## config.mk

```make
export PLATFORM = sky130hd
export DESIGN_NAME = gf_mul_sched
export DESIGN_NICKNAME = d
export VERILOG_FILES = /design/src/rtl/gf_pkg.sv /design/src/rtl/gf_rr_arbiter.sv /design/src/rtl/gf_mul_sched.sv
export SDC_FILE = /design/constraint.sdc
export NUM_CORES = 1
export LEC_CHECK = 0
export ABC_AREA = 1
export CORE_UTILIZATION = 51
export DETAILED_ROUTE_END_ITERATION = 8
export PLACE_DENSITY_LB_ADDON = 0.08
export SKIP_LAST_GASP = 1
export SYNTH_ARGS = -nofsm -noshare
export SYNTH_HDL_FRONTEND = slang
export SYNTH_SLANG_ARGS = --single-unit
```

## constraint.sdc

```tcl
create_clock -name clk_i -period 5.5 [get_ports clk_i]
set_input_delay 0.55 -clock clk_i [delete_from_list [all_inputs] [get_ports clk_i]]
set_output_delay 0.55 -clock clk_i [all_outputs]
set_load 0.005 [all_outputs]
```

## src/rtl/gf_pkg.sv

```systemverilog
// Shared GF(2^8) types and constants for the multiply scheduler.
package gf_pkg;

  localparam logic [8:0]  GF_POLY  = 9'h11D;
  localparam int unsigned GF_ORDER = 255;

  typedef logic [7:0] gf_elem_t;
  typedef logic [7:0] gf_log_t;

  typedef enum logic [2:0] {
    S_IDLE,
    S_LOG_A,
    S_LOG_B,
    S_EXP,
    S_RESP
  } gf_sched_state_e;

endpackage

```

## src/rtl/gf_rr_arbiter.sv

```systemverilog
// Combinational round-robin arbiter: first asserted request at or after ptr_i wins.
module gf_rr_arbiter #(
  parameter  int unsigned N_REQ = 4,
  localparam int unsigned ID_W  = $clog2(N_REQ)
) (
  input  logic [N_REQ-1:0] req_i,
  input  logic [ID_W-1:0]  ptr_i,
  output logic [N_REQ-1:0] gnt_o,
  output logic [ID_W-1:0]  idx_o,
  output logic             any_o
);

  always_comb begin
    int unsigned j;
    gnt_o = '0;
    idx_o = '0;
    any_o = 1'b0;
    j     = 0;
    for (int unsigned i = 0; i < N_REQ; i++) begin
      j = (32'(ptr_i) + i) % N_REQ;
      if (!any_o && req_i[j]) begin
        any_o    = 1'b1;
        gnt_o[j] = 1'b1;
        idx_o    = ID_W'(j);
      end
    end
  end

endmodule

```

## src/rtl/gf_mul_sched.sv

```systemverilog
// Time-shares one external log LUT and one antilog LUT between N_REQ GF(2^8) multiply clients.
module gf_mul_sched
  import gf_pkg::*;
#(
  parameter  int unsigned N_REQ = 4,
  localparam int unsigned ID_W  = $clog2(N_REQ)
) (
  input  logic                  clk_i,
  input  logic                  rst_ni,
  input  logic [N_REQ-1:0]      req_valid_i,
  output logic [N_REQ-1:0]      req_ready_o,
  input  logic [N_REQ-1:0][7:0] req_a_i,
  input  logic [N_REQ-1:0][7:0] req_b_i,
  output logic                  resp_valid_o,
  input  logic                  resp_ready_i,
  output logic [ID_W-1:0]       resp_id_o,
  output logic [7:0]            resp_data_o,
  output logic [7:0]            log_addr_o,
  input  logic [7:0]            log_data_i,
  output logic [7:0]            exp_addr_o,
  input  logic [7:0]            exp_data_i
);

  localparam logic [8:0] ORDER9 = 9'(GF_ORDER);

  gf_sched_state_e state_q, state_d;
  logic [ID_W-1:0] rr_ptr_q;
  logic [ID_W-1:0] id_q;
  gf_elem_t        a_q, b_q, data_q;
  gf_log_t         la_q, lb_q;

  logic [N_REQ-1:0] gnt;
  logic [ID_W-1:0]  win_idx;
  logic             win_any;
  gf_elem_t         win_a, win_b;
  logic             win_zero;
  logic [8:0]       sum_raw, sum_mod;

  gf_rr_arbiter #(.N_REQ(N_REQ)) u_arb (
    .req_i (req_valid_i),
    .ptr_i (rr_ptr_q),
    .gnt_o (gnt),
    .idx_o (win_idx),
    .any_o (win_any)
  );

  assign win_a    = req_a_i[win_idx];
  assign win_b    = req_b_i[win_idx];
  assign win_zero = (win_a == '0) || (win_b == '0);

  // Exponent sum reduced mod 255 so the antilog address stays within 0..254.
  assign sum_raw = {1'b0, la_q} + {1'b0, lb_q};
  assign sum_mod = (sum_raw >= ORDER9) ? (sum_raw - ORDER9) : sum_raw;

  assign resp_id_o   = id_q;
  assign resp_data_o = data_q;

  always_comb begin
    state_d      = state_q;
    req_ready_o  = '0;
    resp_valid_o = 1'b0;
    log_addr_o   = '0;
    exp_addr_o   = '0;
    case (state_q)
      S_IDLE: begin
        req_ready_o = gnt;
        if (win_any) state_d = win_zero ? S_RESP : S_LOG_A;
      end
      S_LOG_A: begin
        log_addr_o = a_q;
        state_d    = S_LOG_B;
      end
      S_LOG_B: begin
        log_addr_o = b_q;
        state_d    = S_EXP;
      end
      S_EXP: begin
        exp_addr_o = sum_mod[7:0];
        state_d    = S_RESP;
      end
      S_RESP: begin
        resp_valid_o = 1'b1;
        if (resp_ready_i) state_d = S_IDLE;
      end
      default: state_d = S_IDLE;
    endcase
  end

  always_ff @(posedge clk_i or negedge rst_ni) begin
    if (!rst_ni) begin
      state_q  <= S_IDLE;
      rr_ptr_q <= '0;
      id_q     <= '0;
      a_q      <= '0;
      b_q      <= '0;
      la_q     <= '0;
      lb_q     <= '0;
      data_q   <= '0;
    end else begin
      state_q <= state_d;
      case (state_q)
        S_IDLE: begin
          if (win_any) begin
            a_q      <= win_a;
            b_q      <= win_b;
            id_q     <= win_idx;
            rr_ptr_q <= (win_idx == ID_W'(N_REQ - 1)) ? '0 : win_idx + ID_W'(1);
            if (win_zero) data_q <= '0;
          end
        end
        S_LOG_A: la_q   <= log_data_i;
        S_LOG_B: lb_q   <= log_data_i;
        S_EXP:   data_q <= exp_data_i;
        default: ;
      endcase
    end
  end

endmodule
```

==> results of run 1 <==
how the worst min path moves through the flow:
stage	start	to	depth (start not counted)
global route	resp_data_o[4]	resp_data_o[4]	2
detailed placement	resp_data_o[6]	resp_data_o[6]	2
global placement	resp_data_o[3]	resp_data_o[3]	2
finish	rst_ni	lb_q[0]	1
CTS	rst_ni	lb_q[0]	1
floorplan	rst_ni	a_q[0]	0
synth_stat cells (7+ instances only):
cell      count
nand4_1      28
nand2_1     160
dfrtp_1      47
inv_1        61
a21oi_1      12
nand2_2       8
ha_1         17
nand3_1      47
clkbuf_1      9
nor2_1       18
xor2_1        7
o22ai_1      10
nand3_2       7
o21ai_0      48
flip-flops by register name (all words and copies together) (netlist names):
name / count
b_q: 8
lb_q: 8
state_q: 3
la_q: 8
rr_ptr_q: 2
resp_data_o: 8
a_q: 8
resp_id_o: 2
metal layers:
| metal | track usage, % | share of wire, % | vias up |
|---|---|---|---|
| met4 | 6.97 | 1.1 | 0 |
| met2 | 46.0 | 48 | 145 |
| met5 | 0 | 0 | - |
| met1 | 33.9 | 45 | 1773 |
| met3 | 4.38 | 6.0 | 10 |
| li1 | - | - | 1938 |
stage by stage:
stage	power [mW]	hold WS [ns]	util (%)
3_5_place_dp	3.14	0.459	70.0
2_1_floorplan	2.56	0.254	-
6_report	3.35	0.416	71.2
3_3_place_gp	3.04	0.453	70.0
4_1_cts	3.34	0.462	71.2
5_1_grt	3.73	0.503	71.2
logic make-up after synthesis:
family                   Yosys count  share of synthesized area, %
XOR/XNOR                           7                          1.68
buffers and inverters             88                          11.0
adder cells (fa/ha/maj)           18                          6.36
AND/OR/NAND/NOR                  280                          35.9
AO/OA/AOI/OAI                     84                          12.9
flip-flops                        47                          32.1
critical path: stages (launching register included):
cell and delay (ns):
dfrtp_1 0.39, ha_1 0.23, fa_1 0.42, xor2_1 0.30, nand3_1 0.15, nor3_1 0.37, nand3_1 0.15, nand3_1 0.34
nand2_1 0.13, nand2_1 0.08, nand2_1 0.04, nor2_1 0.08, clkdlybuf4s50_1 0.50
area by class of cell:
class | instances | area (um^2)
fillers | 589 | 1980
flip-flops and latches | 47 | 1180
repair buffers | 119 | 1180
clock buffers | 7 | 76.3
multi-input cells | 389 | 2080
well taps | 96 | 120
clock inverters | 1 | 5.00
inverters | 64 | 250
power groups by stage:
stage	clock, mW	combinational [mW]	sequential (mW)
3_5_place_dp	0	2.49	0.652
5_1_grt	0.218	2.84	0.670
2_1_floorplan	0	1.94	0.616
6_report	0.197	2.50	0.648
4_1_cts	0.202	2.50	0.647
3_3_place_gp	0	2.40	0.644
==> out/metrics.yaml, run 1 <==
logic_synthesis:
  netlist_area_um2: 3660
  synth_ff_type: "dfrtp_1"
  synth_edf_count: 0
  synth.ff_latch_count: 47
  syn-num-nets: 629
  async_flop_share_pct: 100
  synth_area_leaders: "dfrtp_1 (32%), nand2_1 (16%), o21ai_0 (6.6%)"
  synth_cell_type_count: 34
  avgSynthCellArea_um2: 6.98
  syn_inst: 524
  synth_warnings: 0
  synth_top_area_share_pct: 32.1
  ys_seq_area_share_pct: 32.1
  synth_top_cell_by_area: "dfrtp_1"
timing:
  finalSetupViolations: 0
  setup_ws_ns: 1.46
  min_period_ns: 4.04
  final.setup.tns_ns: 0
  fin_skew_ns: 0.00594
  rsz0062_at_grt: "no"
  fmaxAchievable_ghz: 0.248
  slew_headroom_pct: 30.8
  hold_violations: 0
  worst_pin_slew_ns: 1.03
  slew_viol_final: 0
  finalCritPeriodShare_pct: 73.4
routing:
  wirelength_um: 9500
  initialDrtViolationCount: 208
  wl_per_cell_um: 13.1
  ant_nets: 0
  vias: 3866
  vias_per_cell: 5.35
  drc: 0
  first_pass_iters: 4
clock_tree:
  cts_setup_buffers: 0
  clock_path_buffers: 2
  root_buffer: "clkbuf_8"
  ctsResizeCount: 0
  cts_tree: "yes"
  numCtsBuffers: 5
  cts_num_sinks: 47
  cts.clk_slew.worst_paths_ns: 0.08
  cts_max_level: 2
  clock_latency_ns: 0.29
  cts_hold_buf: 0
status:
  outcome: "completed"
critical_path:
  r2r_start: "rr_ptr_q[0]"
  endpoint: "exp_addr_o[3]"
  path_class: "register to primary output"
  rrSetupSlack_ns: 1.64
  arrival_ns: 3.49
  critPathRequiredTime_ns: 4.95
  rr_worst_depth: 19
  critPathLaunchType: "register"
  regToRegEndpoint: "resp_data_o[5]"
  worstPathMaxFanout: 13
  cp-startpoint: "la_q[0]"
  end_kind: "primary output"
global_routing:
  grt_max_degree: 48
  overflow: 0
  antenna_found_initial: 0
  grt_pass1_vias: 3681
  gr-usage-all-layers_pct: 26.4
  grt_first_pass_wirelength_um: 16000
placement:
  pre_cts_ws_ns: 1.69
  place_inst: 715
  gp_congestion: 0.926
  place_hpwl_um: 7320
  portBuffers: 117
  placed_area_um2: 4810
cells_and_area:
  final_layout_size_suffix_gt1_share_pct: 5.74
  nets: 731
  design_area_um2: 4890
  layout_commonest_cell: "nand2_1"
  most-common-layout-cells: "nand2_1 (160), clkdlybuf4s50_1 (116), inv_1 (61), o21ai_0 (48)"
  syn2layout_area_growth_pct: 33.6
  diodes: 0
  stdcell_count: 723
floorplan:
  die_y_um: 86.7
  die_x_um: 86.7
  core_um2: 6870
  start_util_pct: 53.3
  pin_count: 118
  num_rows: 30
  die_area_um2: 7520
power:
  switchingPower_mw: 1.83
  combinationalPowerShare_pct: 74.8
  p_leak_nw: 2.41
  seqPwrFrac_pct: 19.4
  clkPwrFrac_pct: 5.9
  intPower_mw: 1.52
  pwr_density_cell_nw_per_um2: 685
  swShare_pct: 54.6
  peakVddDrop_v: 0.000455
run:
  cap_violations: 0
hold_path:
  hold_path_class: "input port to async pin"
Note: power is estimated with default switching activity, not from simulation.
==> run 2: changes to the inputs <==
- CORE_UTILIZATION: 51 -> 43
- clock period: 5.5 -> 3.39 ns (I/O delays scaled with it)
==> out/metrics.yaml, run 2 (synthesized netlist as in run 1, its figures left out) <==
routing:
  drc: 0  # unchanged
  vias: 3874  # +0.21%
  initialDrtViolationCount: 173  # -17%
  wirelength_um: 9660  # +1.7%
  wl_per_cell_um: 12.9  # -1.8%
  vias_per_cell: 5.17  # -3.3%
  first_pass_iters: 4  # unchanged
  ant_nets: 0  # unchanged
global_routing:
  grt_first_pass_wirelength_um: 15800  # -0.73%
  grt_max_degree: 48  # unchanged
  met1_usage_pct: 29.8  # -4.1 points
  grt.busiest_layer: "met2"
  grt_util_met3_pct: 3.80  # -0.58 points
  gr-usage-all-layers_pct: 22.5  # -3.9 points
  overflow: 0  # unchanged
  grt_pass1_vias: 3536  # -3.9%
  antenna_found_initial: 0  # unchanged
  grt_use_met2_pct: 36.5  # -9.4 points
clock_tree:
  cts_max_level: 2  # unchanged
  cts_tree: "yes"
  cts.clk_slew.worst_paths_ns: 0.09  # about the same
  clock_latency_ns: 0.30  # about the same
  numCtsBuffers: 5  # unchanged
  root_buffer: "clkbuf_8"
  cts_num_sinks: 47  # unchanged
  clock_path_buffers: 2  # unchanged
  cts_hold_buf: 0  # unchanged
critical_path:
  crit_slowest_cell: "dfrtp_1"
  arrival_ns: 2.97  # -0.52 ns
  regToRegEndpoint: "resp_data_o[6]"
  cp_common_cell: "nand2_1"
  critPathLaunchType: "register"
  rr_worst_depth: 18  # -1
  path_class: "register to primary output"
  r2r_start: "rr_ptr_q[1]"
  cp_top_family: "simple AND/OR/NAND/NOR gates"
  critical_path.cell_chain: "ha_2 -> fa_2 -> a21oi_1 -> o21bai_1 -> a21oi_1 -> o21bai_1 -> xor2_1 -> nor2_1 -> nand3_2 -> nand3_4 -> buf_4 -> nand2_1 -> nand2_1 -> nand2_1 -> nor2_1 -> dlygate4sd2_1"
  worstPathMaxFanout: 7  # -6
  rrSetupSlack_ns: 0.47  # -1.17 ns
  critPathRequiredTime_ns: 3.05  # -1.90 ns
  worst-path-buf-inv: 2  # +1
  cp_slowest_stage_delay_ns: 0.39  # -0.11 ns
  end_kind: "primary output"
floorplan:
  core_um2: 8220  # +20%
  die_x_um: 94.2  # +8.7%
  pin_count: 118  # unchanged
  num_rows: 33  # +10%
  start_util_pct: 44.5  # -8.7 points
  die_area_um2: 8880  # +18%
  die_y_um: 94.2  # +8.7%
power:
  p_leak_nw: 2.58  # +7.2%
  peakVddDrop_v: 0.000688  # +51%
  pwr_density_cell_nw_per_um2: 1150  # +68%
placement:
  place_inst: 735  # +2.8%
  gp_congestion: 0.874  # -5.6%
  place_hpwl_um: 7160  # -2.2%
  portBuffers: 117  # unchanged
cells_and_area:
  diodes: 0  # unchanged
  most-common-layout-cells: "nand2_1 (159), clkdlybuf4s50_1 (109), inv_1 (61), o21ai_0 (47), dfrtp_1 (47)"
  final_layout_size_suffix_gt1_share_pct: 10.6  # +4.8 points
  stdcell_count: 749  # +3.6%
  layout_commonest_cell: "nand2_1"
  syn2layout_area_growth_pct: 41.0
  nets: 748  # +2.3%
timing:
  min_period_ns: 3.31
  slew_headroom_pct: 32.8  # +2.0 points
  hold_violations: 0  # unchanged
  worst_pin_slew_ns: 1.01  # -0.0217 ns
  slew_viol_final: 0  # unchanged
  final.setup.tns_ns: 0  # unchanged
  finalSetupViolations: 0  # unchanged
  fmaxAchievable_ghz: 0.302
  rsz0062_at_grt: "yes"
  fin_skew_ns: 0.00467  # -0.00127 ns
  finalCritPeriodShare_pct: 97.7
status:
  outcome: "completed"
hold_path:
  hold_path_class: "input port to async pin"
run:
  cap_violations: 0  # unchanged
run 2: stage by stage:
stage / power [mW] / setup slack [ns] / cell area, um^2 / hold WS (ns) / util (%)
final: 5.94 / 0.0796 / 5160 / 0.196 / 62.8
after global routing: 6.60 / -0.109 / 5160 / 0.296 / 62.8
after CTS: 5.83 / -0.0872 / 5100 / 0.242 / 62.1
after detailed placement: 5.27 / -0.0762 / 4910 / 0.461 / 59.8
after global placement: 5.17 / 0.0379 / 4910 / 0.454 / 59.8
after floorplan: 4.15 / 0.703 / 3660 / 0.0434 / -
run 2: timing repair:
item / in CTS / in global routing
pin swaps: 3 / 6
gates cloned: 1 / 0
endpoints found under the setup margin: 7 / 8
setup buffers: 3 / 2
gates resized for setup: 15 / 10
run 2: metal layers:
metal | share of wire, % | wire, um
met2 | 47 | 4560
met1 | 45 | 4360
met5 | 0 | 0
met4 | 1.0 | 97
met3 | 6.7 | 648
run 2: final cells by class:
type | instances | area, um^2
clock buffers | 5 | 68.8
clock inverters | 3 | 46.3
fillers | 759 | 3060
inverters | 64 | 250
multi-input cells | 390 | 2180
flip-flops and latches | 47 | 1180
well taps | 105 | 131
repair buffers | 135 | 1310
run 2: how the worst max path moves through the flow:
stage	startpoint	slack (ns)	depth (start not counted)	endpoint
finish	la_q[0]	0.08	16	exp_addr_o[3]
global route	la_q[0]	-0.11	12	exp_addr_o[7]
CTS	la_q[0]	-0.09	14	exp_addr_o[6]
detailed placement	la_q[0]	-0.08	14	exp_addr_o[6]
global placement	la_q[0]	0.04	14	exp_addr_o[6]
floorplan	la_q[0]	0.70	13	exp_addr_o[0]
run 2: report_power, final:
part / internal (mW) / total, mW / switching (mW)
logic: 1.73 / 4.50 / 2.77
registers: 0.849 / 1.02 / 0.171
clock network: 0.222 / 0.420 / 0.198
total: 2.80 / 5.94 / 3.14
